`src/rtl/dmem_pkg.sv`:
```
// Shared types and helpers for the data-memory controller.
package dmem_pkg;

  typedef enum logic [1:0] {
    IDLE   = 2'd0,
    LOAD   = 2'd1,
    RMW_RD = 2'd2,
    RMW_WR = 2'd3
  } dmem_state_t;

  typedef enum logic {
    PORT_CPU = 1'b0,
    PORT_LDR = 1'b1
  } dmem_port_t;

  localparam logic [1:0] SZ_B = 2'b00;
  localparam logic [1:0] SZ_H = 2'b01;
  localparam logic [1:0] SZ_W = 2'b10;
  localparam logic [1:0] SZ_X = 2'b11;

  // Access is rejected when misaligned, of illegal size, or beyond the memory depth.
  function automatic logic access_bad(input logic [31:0] addr, input logic [1:0] size,
                                      input int unsigned words);
    logic bad;
    bad = (size == SZ_X) ||
          ((size == SZ_H) && addr[0]) ||
          ((size == SZ_W) && (addr[1:0] != 2'b00)) ||
          ({2'b00, addr[31:2]} >= words);
    return bad;
  endfunction

endpackage

```
`src/rtl/dmem_lane.sv`:
```
// Byte/half lane handling: extract+extend for loads, merge into the old word for stores.
module dmem_lane
  import dmem_pkg::*;
(
  input  logic [31:0] word,
  input  logic [1:0]  offset,
  input  logic [1:0]  size,
  input  logic        uns,
  input  logic [15:0] wd,
  output logic [31:0] load_val,
  output logic [31:0] merged
);

  logic [7:0]  b;
  logic [15:0] h;

  always_comb begin
    b        = word[{offset, 3'b000} +: 8];
    h        = offset[1] ? word[31:16] : word[15:0];
    load_val = word;
    merged   = word;
    case (size)
      SZ_B: begin
        load_val = {{24{b[7] & ~uns}}, b};
        merged[{offset, 3'b000} +: 8] = wd[7:0];
      end
      SZ_H: begin
        load_val = {{16{h[15] & ~uns}}, h};
        if (offset[1]) merged[31:16] = wd;
        else           merged[15:0]  = wd;
      end
      default: ;
    endcase
  end

endmodule

```
`src/rtl/dmem_ctrl.sv`:
```
// Arbiter/controller sharing one synchronous-read data memory between the CPU and loader ports.
// Handshake: a port raises req with stable fields; gnt pulses for one cycle when taken, done(+err) follows.
module dmem_ctrl
  import dmem_pkg::*;
#(
  parameter int MEM_WORDS = 32,
  parameter int AW        = $clog2(MEM_WORDS)
) (
  input  logic          clk,
  input  logic          rst,
  input  logic          c_req,
  input  logic          c_we,
  input  logic [31:0]   c_addr,
  input  logic [1:0]    c_size,
  input  logic          c_uns,
  input  logic [31:0]   c_wd,
  output logic          c_gnt,
  output logic          c_done,
  output logic          c_err,
  output logic [31:0]   c_rd,
  input  logic          l_req,
  input  logic          l_we,
  input  logic [31:0]   l_addr,
  input  logic [1:0]    l_size,
  input  logic          l_uns,
  input  logic [31:0]   l_wd,
  output logic          l_gnt,
  output logic          l_done,
  output logic          l_err,
  output logic [31:0]   l_rd,
  output logic [AW-1:0] mem_addr,
  output logic          mem_we,
  output logic [31:0]   mem_wd,
  input  logic [31:0]   mem_rd,
  output logic [1:0]    fsm_state
);

  dmem_state_t state, state_nxt;
  dmem_port_t  rr_last, own;

  logic [AW-1:0] a_idx;
  logic [1:0]    a_off;
  logic [1:0]    a_size;
  logic          a_uns;
  logic [15:0]   a_wd;
  logic [31:0]   merge_q;

  logic          idle_ok, c_win, l_win, any_gnt, bad, word_st;
  logic          r_we, r_uns;
  logic [31:0]   r_addr, r_wd;
  logic [1:0]    r_size;
  logic [31:0]   load_val, merged;

  assign fsm_state = state;

  dmem_lane u_lane (
    .word     (mem_rd),
    .offset   (a_off),
    .size     (a_size),
    .uns      (a_uns),
    .wd       (a_wd),
    .load_val (load_val),
    .merged   (merged)
  );

  // On a tie the port that did not win last time goes first.
  always_comb begin
    idle_ok = (state == IDLE) && !rst;
    c_win   = c_req && (!l_req || (rr_last == PORT_LDR));
    l_win   = l_req && (!c_req || (rr_last == PORT_CPU));
    c_gnt   = idle_ok && c_win;
    l_gnt   = idle_ok && l_win;
    any_gnt = c_gnt || l_gnt;
    r_we    = l_gnt ? l_we   : c_we;
    r_addr  = l_gnt ? l_addr : c_addr;
    r_size  = l_gnt ? l_size : c_size;
    r_uns   = l_gnt ? l_uns  : c_uns;
    r_wd    = l_gnt ? l_wd   : c_wd;
    bad     = access_bad(r_addr, r_size, MEM_WORDS);
    word_st = r_we && (r_size == SZ_W);
  end

  always_comb begin
    state_nxt = state;
    mem_addr  = '0;
    mem_we    = 1'b0;
    mem_wd    = '0;
    case (state)
      IDLE: begin
        if (any_gnt && !bad) begin
          mem_addr = r_addr[AW+1:2];
          if (word_st) begin
            mem_we = 1'b1;
            mem_wd = r_wd;
          end else if (r_we) begin
            state_nxt = RMW_RD;
          end else begin
            state_nxt = LOAD;
          end
        end
      end
      LOAD: begin
        mem_addr  = a_idx;
        state_nxt = IDLE;
      end
      RMW_RD: begin
        mem_addr  = a_idx;
        state_nxt = RMW_WR;
      end
      RMW_WR: begin
        // A reset in this cycle drops the pending write.
        mem_addr  = a_idx;
        mem_we    = !rst;
        mem_wd    = merge_q;
        state_nxt = IDLE;
      end
      default: state_nxt = IDLE;
    endcase
  end

  always_ff @(posedge clk) begin
    if (rst) begin
      state   <= IDLE;
      rr_last <= PORT_LDR;
      own     <= PORT_CPU;
      a_idx   <= '0;
      a_off   <= '0;
      a_size  <= '0;
      a_uns   <= 1'b0;
      a_wd    <= '0;
      merge_q <= '0;
      c_done  <= 1'b0;
      c_err   <= 1'b0;
      c_rd    <= '0;
      l_done  <= 1'b0;
      l_err   <= 1'b0;
      l_rd    <= '0;
    end else begin
      state  <= state_nxt;
      c_done <= 1'b0;
      c_err  <= 1'b0;
      l_done <= 1'b0;
      l_err  <= 1'b0;
      if (any_gnt) begin
        own     <= l_gnt ? PORT_LDR : PORT_CPU;
        rr_last <= l_gnt ? PORT_LDR : PORT_CPU;
        a_idx   <= r_addr[AW+1:2];
        a_off   <= r_addr[1:0];
        a_size  <= r_size;
        a_uns   <= r_uns;
        a_wd    <= r_wd[15:0];
        if (bad || word_st) begin
          c_done <= c_gnt;
          l_done <= l_gnt;
          c_err  <= c_gnt && bad;
          l_err  <= l_gnt && bad;
        end
      end
      case (state)
        LOAD: begin
          if (own == PORT_CPU) begin
            c_rd   <= load_val;
            c_done <= 1'b1;
          end else begin
            l_rd   <= load_val;
            l_done <= 1'b1;
          end
        end
        RMW_RD: merge_q <= merged;
        RMW_WR: begin
          c_done <= (own == PORT_CPU);
          l_done <= (own == PORT_LDR);
        end
        default: ;
      endcase
    end
  end

endmodule

```
`config.mk`:
```
export PLATFORM = sky130hd
export DESIGN_NAME = dmem_ctrl
export DESIGN_NICKNAME = d
export VERILOG_FILES = /design/src/rtl/dmem_pkg.sv /design/src/rtl/dmem_lane.sv /design/src/rtl/dmem_ctrl.sv
export SDC_FILE = /design/constraint.sdc
export NUM_CORES = 1
export LEC_CHECK = 0
export BUFFER_PORTS_ARGS = -buffer_cell sky130_fd_sc_hd__buf_2
export CORE_MARGIN = 2
export CORE_UTILIZATION = 49
export DETAILED_ROUTE_END_ITERATION = 8
export GPL_ROUTABILITY_DRIVEN = 0
export HOLD_SLACK_MARGIN = 0.1
export PLACE_DENSITY = 0.78
export REMOVE_ABC_BUFFERS = 1
export SYNTH_ARGS = -nofsm -noshare
export SYNTH_HDL_FRONTEND = slang
export SYNTH_SLANG_ARGS = --single-unit
```
`constraint.sdc`:
```
create_clock -name clk -period 2.5 [get_ports clk]
set_input_delay 0.25 -clock clk [delete_from_list [all_inputs] [get_ports clk]]
set_output_delay 0.25 -clock clk [all_outputs]
set_load 0.02 [all_outputs]
```
==> impl_metrics.yaml <==
detailed_routing:
  routed_via_density: 5.969
  avgRoutedWirePerCell_um: 19.38
  first_iter_violations: 885
  vias: 7766
  totalWireLength_um: 25220
  drt_pass1_iterations: 6
  drcViolationCount: 0
  detail-route-antenna-nets: 0
global_routing:
  grt_pass1_wl_um: 35710
  grt_max_degree: 129
  globalRouteTotalUtil: 0.3076
  grt_pass1_vias: 6837
  antenna_found_initial: 1
  globalRouteOverflowTotal: 0
finish:
  layout.cells.most_common_list: "buf_2 (248), nor2_1 (132), dfxtp_1 (127), a211oi_1 (93), nand2_1 (76)"
  utilization: 0.7228
  layout.cells.most_common: "buf_2"
  num-fill-cells: 1085
  layout-drive-gt1-share: 0.3718
  finish.net_count: 1289
  synthToLayoutAreaGrowth_pct: 43.86
cts:
  cts_buffers: 17
  tritoncts: "done"
  number_of_buffers_on_the_longest_clock_path: 2
  cts-htree-levels: 4
  clock-root-buffer: "clkbuf_16"
  worstSkewPairLatency_ps: 420
  worst_setup_hold_path_clk_slew_ps: 60
  cts.sinks: 130
die:
  start_util: 0.5024
  placeableCoreArea_um2: 13880
  floorplan.io_pins: 282
  die_width_um: 123.3
  num_rows: 43
  floorplan.die_area_um2: 15200
  die_height_um: 123.3
power_and_ir_drop:
  comb_power_share: 0.456
  power_density_nw_per_um2: 997.5
  maximum_vdd_drop_mv: 0.6083
  p_leak_nw: 4.318
  sequentialPowerShare: 0.305
  switching_share: 0.4181
  power_frac_clock: 0.239
  p_int_mw: 5.824
  power_switching_mw: 4.185
setup_path:
  r2r_slack_ps: 210
  critical_path.max_stage_delay_ps: 320
  critical_path.most_common_cell: "buf_6"
  critical_path_launch_point: "fsm_state[0]$_SDFFE_PP0P_"
  worst_setup_path_endpoint: "mem_wd[5]"
  timing.rr.start: "fsm_state[0]$_SDFFE_PP0P_"
  kind_of_end_point_of_the_critical_path: "primary output"
  timing.critical_path.from_type: "flip-flop"
  rr_worst_depth: 8
  arrival_ps: 2520
  required_ps: 2250
  crit_type: "flip-flop to primary output"
  critical_path.cell_chain: "inv_2 -> ha_4 -> nor2b_4 -> o21a_2 -> nand2_4 -> nor4b_4 -> o21ai_4 -> buf_6 -> clkbuf_16 -> o31ai_4 -> buf_6"
  cpMaxStageDelayCell: "dfxtp_2"
  worstReg2RegEnd: "a_uns$_SDFFE_PP0P_"
  crit_path_max_fanout: 4
synthesis:
  yosys_register_bits: 130
  main_combinational_cell_family_by_area_after_synthesis: "compound AO/OA/AOI/OAI gates"
  synth-adder-area-share: 0.01794
  post_synth.cell_area_avg_um2: 8.322
  ys.flop_type: "dfxtp_1"
  edff_count_synth: 0
  synth_compound_gate_area_share: 0.2847
  synth_cells: 838
  ys_warn_count: 0
  synth.distinct_cells: 54
  mappedNetlistArea_um2: 6974
  synth_simple_gate_area_frac: 0.1986
  synth-seq-area-share: 0.3732
  synth.area.mux_share: 0.06207
  synth_xor_area_frac: 0
  post_synth_arst_share: 0
placement:
  hpwlAfterDp_um: 16690
  numPortBuffers: 281
  pre_cts_ws_ps: 96.28
status:
  violations: "setup timing"
  outcome: "complete, but fails checks"
timing:
  setup_viol: 38
  setup_repair_after_global_routing_missed_its_margin: "true"
  max_clock_freq_ghz: 0.3608
  final_critical_path_setup_slack_ps: -271.8
  worstMarginPinSlew_ps: 779.3
  clock_skew_ps: 5.859
  final-max-slew-violation-count: 0
  final.min_clock_period_ps: 2772
  final_min_period_over_clock_period: 1.109
  slew-limit-headroom: 0.4765
  fin_setup_tns_ps: -7400
  timing.final.hold_violations: 0
flow_run:
  max_cap_viol_count: 0
worst_hold_path:
  timing.hold.worst.start: "l_size[1]"
  hold_class: "input port to flip-flop"
==> cell type report <==
cell class                 count  area [um2]  area share
tap                          180       225.2     0.02245
inverter                      30       112.6     0.01122
antenna                        2       5.005   0.0004988
clock inverter                10       111.4     0.01110
timing repair buffer         324        2092      0.2085
multi-input combinational    604        4431      0.4416
sequential                   130        2606      0.2598
clock buffer                  21       450.4     0.04489
==> power groups by stage <==
stage | registers [mW] | clock network, mW | logic (mW)
2_1_floorplan | 3.33 | 0 | 2.40
3_3_place_gp | 3.06 | 0 | 4.01
3_5_place_dp | 3.07 | 0 | 4.07
4_1_cts | 3.04 | 2.40 | 4.30
5_1_grt | 3.11 | 2.51 | 4.94
6_report | 3.06 | 2.39 | 4.56
==> kinds of logic after synthesis <==
logic type | Yosys count
simple gates | 288
compound gates | 264
flops | 130
buf+inv | 104
mux | 42
fa+ha+maj | 10
==> how the worst min path moves through the flow <==
stage | to | slack [ps] | depth (start not counted)
floorplan | c_rd[22]$_SDFFE_PP0P_ | 310 | 1
global placement | merge_q[31]$_SDFFE_PP0P_ | 470 | 2
detailed placement | merge_q[24]$_SDFFE_PP0P_ | 480 | 2
CTS | a_size[0]$_SDFFE_PP0P_ | 130 | 3
global route | a_size[1]$_SDFFE_PP0P_ | 150 | 3
finish | a_size[1]$_SDFFE_PP0P_ | 140 | 3
==> worst max-delay path: cells and delay by family, from the launching register on <==
kind,cells,cell delay [ps]
adders and majority gates,1,130
buffers and inverters,4,570
and+or+nand+nor,3,550
AOI/OAI and AO/OA,3,520
DFF,1,320
==> through the flow <==
| step | power, mW | std cells | hold WS [ps] | cell area [um2] |
|---|---|---|---|---|
| after floorplan | 5.734 | 764 | 314.6 | 6644 |
| after global placement | 7.065 | 1254 | 465.7 | 8577 |
| after detailed placement | 7.142 | 1254 | 478.0 | 8577 |
| after CTS | 9.737 | 1297 | 128.0 | 9619 |
| after global routing | 10.57 | 1300 | 149.9 | 10030 |
| final | 10.01 | 1301 | 139.4 | 10030 |
==> synthesized netlist by cell type, types with 2 or more instances <==
master    count  area share
o21ai_1       2      0.0014
clkbuf_1     59       0.032
a211oi_2     10       0.018
buf_2         6      0.0043
nor4_1       10      0.0090
nand3_1       2      0.0014
a221oi_1      9       0.011
o21ai_0      34       0.024
ha_1         10       0.018
buf_4         5      0.0054
o22a_1        3      0.0038
buf_6         2      0.0032
a211oi_1     93        0.10
dfxtp_1     130        0.37
nand3b_1     32       0.034
nand2b_1      8      0.0072
mux2i_1      41       0.059
o21a_1        3      0.0032
nor4b_2       3      0.0065
o22ai_1       7      0.0063
o31ai_1      33       0.036
nand2_1      76       0.041
nor3_1        9      0.0065
nor2_1      133       0.072
and2_0        2      0.0018
a222oi_1      7       0.010
a22oi_1      30       0.032
a21o_1        3      0.0032
inv_1        30       0.016
a311oi_1     19       0.024
a21oi_1       4      0.0029
==> flip-flops by register name, summed over array words and instances, names as in the netlist, 2 cells and up <==
register   flops
a_wd          16
c_rd          32
a_idx          5
merge_q       32
fsm_state      2
l_rd          32
a_off          2
a_size         2
==> layer usage <==
metal	GRT usage	part of all wire
met2	0.5182	0.49
met1	0.3716	0.38
met4	0.1413	0.034
met3	0.07103	0.087
met5	0	0
==> timing repair <==
item	in CTS	in global routing
endpoints found under the hold margin	2	0
hold buffers	3	0
setup endpoints to repair	38	46
setup buffers	6	1
gates cloned	3	1
resized for setup	74	68
pin swaps	22	21
No activity file was read; power rests on OpenSTA's default activity.
